## src/rtl/finish_pkg.sv

```systemverilog
// Shared types and width helpers for the finish-message queue.
package finish_pkg;

    localparam int unsigned DEF_XACT_W = 2;
    localparam int unsigned DEF_MGR_W  = 1;

    typedef struct packed {
        logic [DEF_XACT_W-1:0] manager_xact_id;
        logic [DEF_MGR_W-1:0]  manager_id;
    } finish_t;

    // Ceiling log2; clog2(0) = clog2(1) = 0
    function automatic int unsigned clog2(input int unsigned n);
        int unsigned r;
        int unsigned v;
        r = 0;
        v = 1;
        while (v < n) begin
            v = v << 1;
            r = r + 1;
        end
        return r;
    endfunction

    // Occupancy width: must hold 0..depth inclusive
    function automatic int unsigned cnt_w(input int unsigned depth);
        return clog2(depth + 1);
    endfunction

    // Pointer width, at least one bit so DEPTH==1 still has a legal vector
    function automatic int unsigned ptr_w(input int unsigned depth);
        return (depth > 1) ? clog2(depth) : 1;
    endfunction

endpackage

```

## src/rtl/finish_queue_flex_wrap_ptr.sv

```systemverilog
// Modulo-DEPTH pointer with explicit wrap, for non-power-of-2 depths.
module wrap_ptr
    import finish_pkg::*;
#(
    parameter int unsigned DEPTH = 2,
    localparam int unsigned PTR_W = ptr_w(DEPTH)
) (
    input  logic             clk,
    input  logic             reset,
    input  logic             clr,
    input  logic             inc,
    output logic [PTR_W-1:0] ptr
);

    // Pointer register: clear beats increment; DEPTH==1 naturally stays at 0
    always_ff @(posedge clk) begin
        if (reset || clr) begin
            ptr <= '0;
        end else if (inc) begin
            ptr <= (ptr == PTR_W'(DEPTH - 1)) ? '0 : ptr + PTR_W'(1);
        end
    end

endmodule

```

## src/rtl/finish_queue_flex.sv

```systemverilog
// Finish-message FIFO with flow/pipe bypass, flush and almost-full watermark.
module finish_queue_flex
    import finish_pkg::*;
#(
    parameter int unsigned DEPTH     = 2,
    parameter int unsigned XACT_W    = DEF_XACT_W,
    parameter int unsigned MGR_W     = DEF_MGR_W,
    parameter int unsigned FLOW      = 0,
    parameter int unsigned PIPE      = 0,
    parameter int unsigned AF_THRESH = DEPTH,
    localparam int unsigned CNT_W    = cnt_w(DEPTH)
) (
    input  logic              clk,
    input  logic              reset,
    input  logic              flush,
    output logic              io_enq_ready,
    input  logic              io_enq_valid,
    input  logic [XACT_W-1:0] io_enq_bits_manager_xact_id,
    input  logic [MGR_W-1:0]  io_enq_bits_manager_id,
    input  logic              io_deq_ready,
    output logic              io_deq_valid,
    output logic [XACT_W-1:0] io_deq_bits_manager_xact_id,
    output logic [MGR_W-1:0]  io_deq_bits_manager_id,
    output logic [CNT_W-1:0]  io_count,
    output logic              io_almost_full
);

    localparam int unsigned PTR_W = ptr_w(DEPTH);
    localparam int unsigned ENT_W = XACT_W + MGR_W;
    localparam int unsigned EXT_W = CNT_W + 1;
    localparam logic FLOW_EN = (FLOW != 0);
    localparam logic PIPE_EN = (PIPE != 0);

    logic [ENT_W-1:0] ram [DEPTH];
    logic [PTR_W-1:0] enq_ptr;
    logic [PTR_W-1:0] deq_ptr;
    logic             maybe_full;
    logic             ptr_match;
    logic             empty;
    logic             full;
    logic             do_enq;
    logic             do_deq;
    logic             bypass_fire;
    logic             enq_inc;
    logic             deq_inc;
    logic [ENT_W-1:0] ram_rd;
    logic [EXT_W-1:0] diff_raw;
    logic [EXT_W-1:0] diff;

    wrap_ptr #(.DEPTH(DEPTH)) u_enq_ptr (
        .clk   (clk),
        .reset (reset),
        .clr   (flush),
        .inc   (enq_inc),
        .ptr   (enq_ptr)
    );

    wrap_ptr #(.DEPTH(DEPTH)) u_deq_ptr (
        .clk   (clk),
        .reset (reset),
        .clr   (flush),
        .inc   (deq_inc),
        .ptr   (deq_ptr)
    );

    // Handshakes, bypass decode, occupancy and head payload
    always_comb begin
        ptr_match    = (enq_ptr == deq_ptr);
        empty        = ptr_match && !maybe_full;
        full         = ptr_match && maybe_full;
        io_enq_ready = !full || (PIPE_EN && io_deq_ready);
        io_deq_valid = !empty || (FLOW_EN && io_enq_valid);
        do_enq       = io_enq_valid && io_enq_ready;
        do_deq       = io_deq_valid && io_deq_ready;
        // Empty flow queue handing an entry straight through touches no state
        bypass_fire  = FLOW_EN && empty && do_enq && do_deq;
        enq_inc      = do_enq && !bypass_fire;
        deq_inc      = do_deq && !bypass_fire;

        ram_rd = ram[deq_ptr];
        if (FLOW_EN && empty) begin
            io_deq_bits_manager_xact_id = io_enq_bits_manager_xact_id;
            io_deq_bits_manager_id      = io_enq_bits_manager_id;
        end else begin
            io_deq_bits_manager_xact_id = ram_rd[ENT_W-1:MGR_W];
            io_deq_bits_manager_id      = ram_rd[MGR_W-1:0];
        end

        diff_raw = EXT_W'(enq_ptr) + EXT_W'(DEPTH) - EXT_W'(deq_ptr);
        diff     = (diff_raw >= EXT_W'(DEPTH)) ? diff_raw - EXT_W'(DEPTH) : diff_raw;
        io_count = full ? CNT_W'(DEPTH) : CNT_W'(diff);
        io_almost_full = (EXT_W'(io_count) >= EXT_W'(AF_THRESH));
    end

    // Full/empty disambiguation when pointers coincide
    always_ff @(posedge clk) begin
        if (reset || flush) begin
            maybe_full <= 1'b0;
        end else if (enq_inc != deq_inc) begin
            maybe_full <= enq_inc;
        end
    end

    // Entry storage, intentionally not cleared by reset or flush
    always_ff @(posedge clk) begin
        if (enq_inc && !reset && !flush) begin
            ram[enq_ptr] <= {io_enq_bits_manager_xact_id, io_enq_bits_manager_id};
        end
    end

endmodule

```

## config.mk

```make
export PLATFORM = sky130hd
export DESIGN_NAME = finish_queue_flex
export DESIGN_NICKNAME = d
export VERILOG_FILES = /design/src/rtl/finish_pkg.sv /design/src/rtl/finish_queue_flex_wrap_ptr.sv /design/src/rtl/finish_queue_flex.sv
export SDC_FILE = /design/constraint.sdc
export NUM_CORES = 1
export LEC_CHECK = 0
export CORE_AREA = 4 4 41 43
export DETAILED_ROUTE_END_ITERATION = 10
export DIE_AREA = 0 0 45 47
export SETUP_SLACK_MARGIN = 0.1
export SLEW_MARGIN = 25
export SYNTH_ARGS = -nofsm -noshare
export SYNTH_HDL_FRONTEND = slang
export SYNTH_SLANG_ARGS = --single-unit
export TNS_END_PERCENT = 10
```

## constraint.sdc

```tcl
create_clock -name clk -period 2.2 [get_ports clk]
set_input_delay 0.44 -clock clk [delete_from_list [all_inputs] [get_ports clk]]
set_output_delay 0.44 -clock clk [all_outputs]
set_load 0.005 [all_outputs]
```

==> results.toml <==
[logic_synthesis]
syn_area_per_cell_um2 = 12.1
synthesis.yosys.warnings = 0
mappedNetlistNets = 44
yosysSeqAreaShare_pct = 59.8
syn_inst = 36
yosys_register_bits = 10
mappedNetlistArea_um2 = 435
synth_cell_types = 19

[clocking]
clock_tree.root_cell = "sky130_fd_sc_hd__clkbuf_4"
clock_tree_from_tritoncts = "done"
clock_insertion_delay_worst_skew_ns = 0.25
numCtsBuffers = 3
cts-htree-levels = 1
number_of_sinks_handled_by_clock_tree_synthesis = 10
clock_tree.buffer_depth = 2
worst_setup_hold_path_clk_slew_ns = 0.06

[min_path]
worstHoldStart = "u_enq_ptr.ptr$_SDFFE_PP0P_"
timing.hold.worst.class = "flop to flop"

[detailed_routing]
remaining_drc_errors = 0
first_pass_iters = 4
via_per_inst = 5.13
initialDrtViolationCount = 7
antenna_left = 0
routedWlPerCell_um = 14.0
drt_wl_total_um = 967
via_count = 354

[critical_path]
worst_ep_arrival_time_ns = 1.53
critical_path.reg2reg.startpoint = "u_deq_ptr.ptr$_SDFFE_PP0P_"
criticalPathCategory = "flop to output pin"
worstPathMaxFanout = 5
crit_start = "u_deq_ptr.ptr$_SDFFE_PP0P_"
crit_path_end_kind = "output pin"
worstPathRequired_ns = 1.76
kind_of_start_point_of_the_critical_path = "flop"

[floorplanning]
core_area_um2 = 1300
die-height_um = 47
pin_count = 16
die_w_um = 45
initial_utilization_pct = 33.5
floorplan.die_area_um2 = 2120
rows = 13

[timing]
timing.final.max_slew_violations = 0
final.setup.tns_ns = 0
final.min_clock_period_ns = 1.97
max_slew.worst_pin.slew_ns = 0.411
timing.final.crit_share_pct = 89.5
unrepaired_setup_endpoints_after_global_routing = "no"
report.final.hold_viol_count = 0
clock-skew-final_ns = 0.00636
timing.final.setup_violations = 0
worst_slew_slack_as_a_fraction_of_its_limit_pct = 72.4
timing_limited_maximum_frequency_mhz = 508

[place]
gp_routability_congestion = 0.745
port-buffer-count = 15
place_area_um2 = 597
dp_hpwl_um = 741

[global_routing]
grt_start_max_net_pins = 9
grt_antenna_before_repair = 0
grt_first_pass_wirelength_um = 1490
globalRoute.totalOverflow = 0
grt_pass1_vias = 363
track_usage_pct = 10.6

[finish]
finish.instance_area_um2 = 634
drive_above_1_share_pct = 18.5
syn_to_final_growth_pct = 45.7
final_nets = 63
layout.filler_cells = 129
antenna-diode-count = 0

[power]
p_per_area_nw_per_um2 = 624
vdd_drop_max_mv = 0.197
static-leakage-power_nw = 0.244

[outcome]
run_status = "finished, final reports clean"

[flow_run]
cap_violations = 0
power by group:
group / total [mW] / switching (mW) / leakage [nW] / internal, mW
sequential: 0.210 / 0.00608 / 0.0876 / 0.204
combinational: 0.0605 / 0.0222 / 0.141 / 0.0383
clock: 0.125 / 0.0549 / 0.0150 / 0.0697
cells in the mapped netlist:
cell type,count,area [um2]
sky130_fd_sc_hd__edfxtp_1,6,180
sky130_fd_sc_hd__dfxtp_1,4,80.1
sky130_fd_sc_hd__a31oi_1,3,18.8
sky130_fd_sc_hd__mux2_2,3,33.8
sky130_fd_sc_hd__nand2_1,3,11.3
sky130_fd_sc_hd__inv_1,2,7.51
sky130_fd_sc_hd__nand3b_1,2,15.0
sky130_fd_sc_hd__or2b_1,2,15.0
sky130_fd_sc_hd__a21oi_1,1,5.00
sky130_fd_sc_hd__a311oi_1,1,8.76
sky130_fd_sc_hd__and4_2,1,10.0
sky130_fd_sc_hd__buf_4,1,7.51
sky130_fd_sc_hd__nand2b_1,1,6.26
sky130_fd_sc_hd__nor2_1,1,3.75
sky130_fd_sc_hd__nor3_1,1,5.00
sky130_fd_sc_hd__o21ai_0,1,5.00
sky130_fd_sc_hd__o21bai_1,1,7.51
sky130_fd_sc_hd__or2_2,1,6.26
sky130_fd_sc_hd__xnor2_1,1,8.76
layout by cell type (no fill, tap or decap), types with 2 or more instances in the layout:
master and count:
sky130_fd_sc_hd__a31oi_1 3, sky130_fd_sc_hd__clkbuf_4 3, sky130_fd_sc_hd__clkdlybuf4s50_1 14, sky130_fd_sc_hd__dfxtp_1 3, sky130_fd_sc_hd__edfxtp_1 6, sky130_fd_sc_hd__inv_1 2
sky130_fd_sc_hd__mux2_2 3, sky130_fd_sc_hd__nand2_1 3, sky130_fd_sc_hd__nand3b_1 2, sky130_fd_sc_hd__or2b_1 2
layout make-up:
cell class,instances,area [um2],area share [%]
Timing Repair Buffer,15,153,24.1
Inverter,2,7.51,1.18
Tap cell,15,18.8,2.96
Sequential cell,10,262,41.2
Clock buffer,4,26.3,4.14
Multi-Input combinational cell,23,168,26.4
worst max-delay path, cell delays in order (launching register included):
cell,delay (ns)
sky130_fd_sc_hd__dfxtp_1,0.35
sky130_fd_sc_hd__xnor2_2,0.25
sky130_fd_sc_hd__nand2_1,0.10
sky130_fd_sc_hd__inv_1,0.08
sky130_fd_sc_hd__clkdlybuf4s50_1,0.50
metrics by stage:
step | utilization (%) | cells | total power [mW] | hold slack, ns | setup WS, ns
2_1_floorplan | - | 36 | 0.235 | 0.509 | 0.806
3_3_place_gp | 45.9 | 65 | 0.270 | 0.544 | 0.324
3_5_place_dp | 45.9 | 65 | 0.274 | 0.563 | 0.277
4_1_cts | 48.5 | 69 | 0.403 | 0.598 | 0.134
5_1_grt | 48.8 | 69 | 0.417 | 0.563 | 0.128
6_report | 48.8 | 69 | 0.396 | 0.537 | 0.231
flip-flops by register name, summed over array words and instances (netlist names), named ones only:
signal and count:
u_deq_ptr.ptr 1, u_enq_ptr.ptr 1, ram 6, maybe_full 1
layer usage:
layer  vias to the layer above  global-route usage [%]  wire [um]  share of wire (%)
li1                        169                       -          -                  -
met1                       164                    9.41        354                 37
met2                        19                    19.2        487                 50
met3                         2                    3.83         90                9.3
met4                         0                    8.19         34                3.5
met5                         -                       0          0                  0
logic make-up (layout without fill, tap and decap cells):
logic type / Yosys count / in the layout / share of synthesized area, %
and+or+nand+nor: 12 / 12 / 16.7
DFF: 10 / 10 / 59.8
AOI/OAI and AO/OA: 7 / 7 / 10.3
muxes: 3 / 3 / 7.76
buffers and inverters: 3 / 21 / 3.45
xor gates and xnor gates: 1 / 1 / 2.01
worst paths after layout:
kind	endpoint	slack, ns	cells after the start
worst max-delay path	io_count[1]	0.23	4
worst min-delay path	u_enq_ptr.ptr$_SDFFE_PP0P_	0.54	1
worst max register to register	ram[0][1]$_DFFE_PP_	0.84	3
worst min register to register	u_enq_ptr.ptr$_SDFFE_PP0P_	0.54	1
what timing repair did:
item | 4_1_cts | 5_1_grt
cloned | 0 | 0
hold buffers | 0 | 0
pin swaps | 0 | 1
endpoints found under the setup margin | 3 | 3
buffers inserted | 0 | 0
resized for setup | 1 | 2
Power figures use the tool's default switching activity.
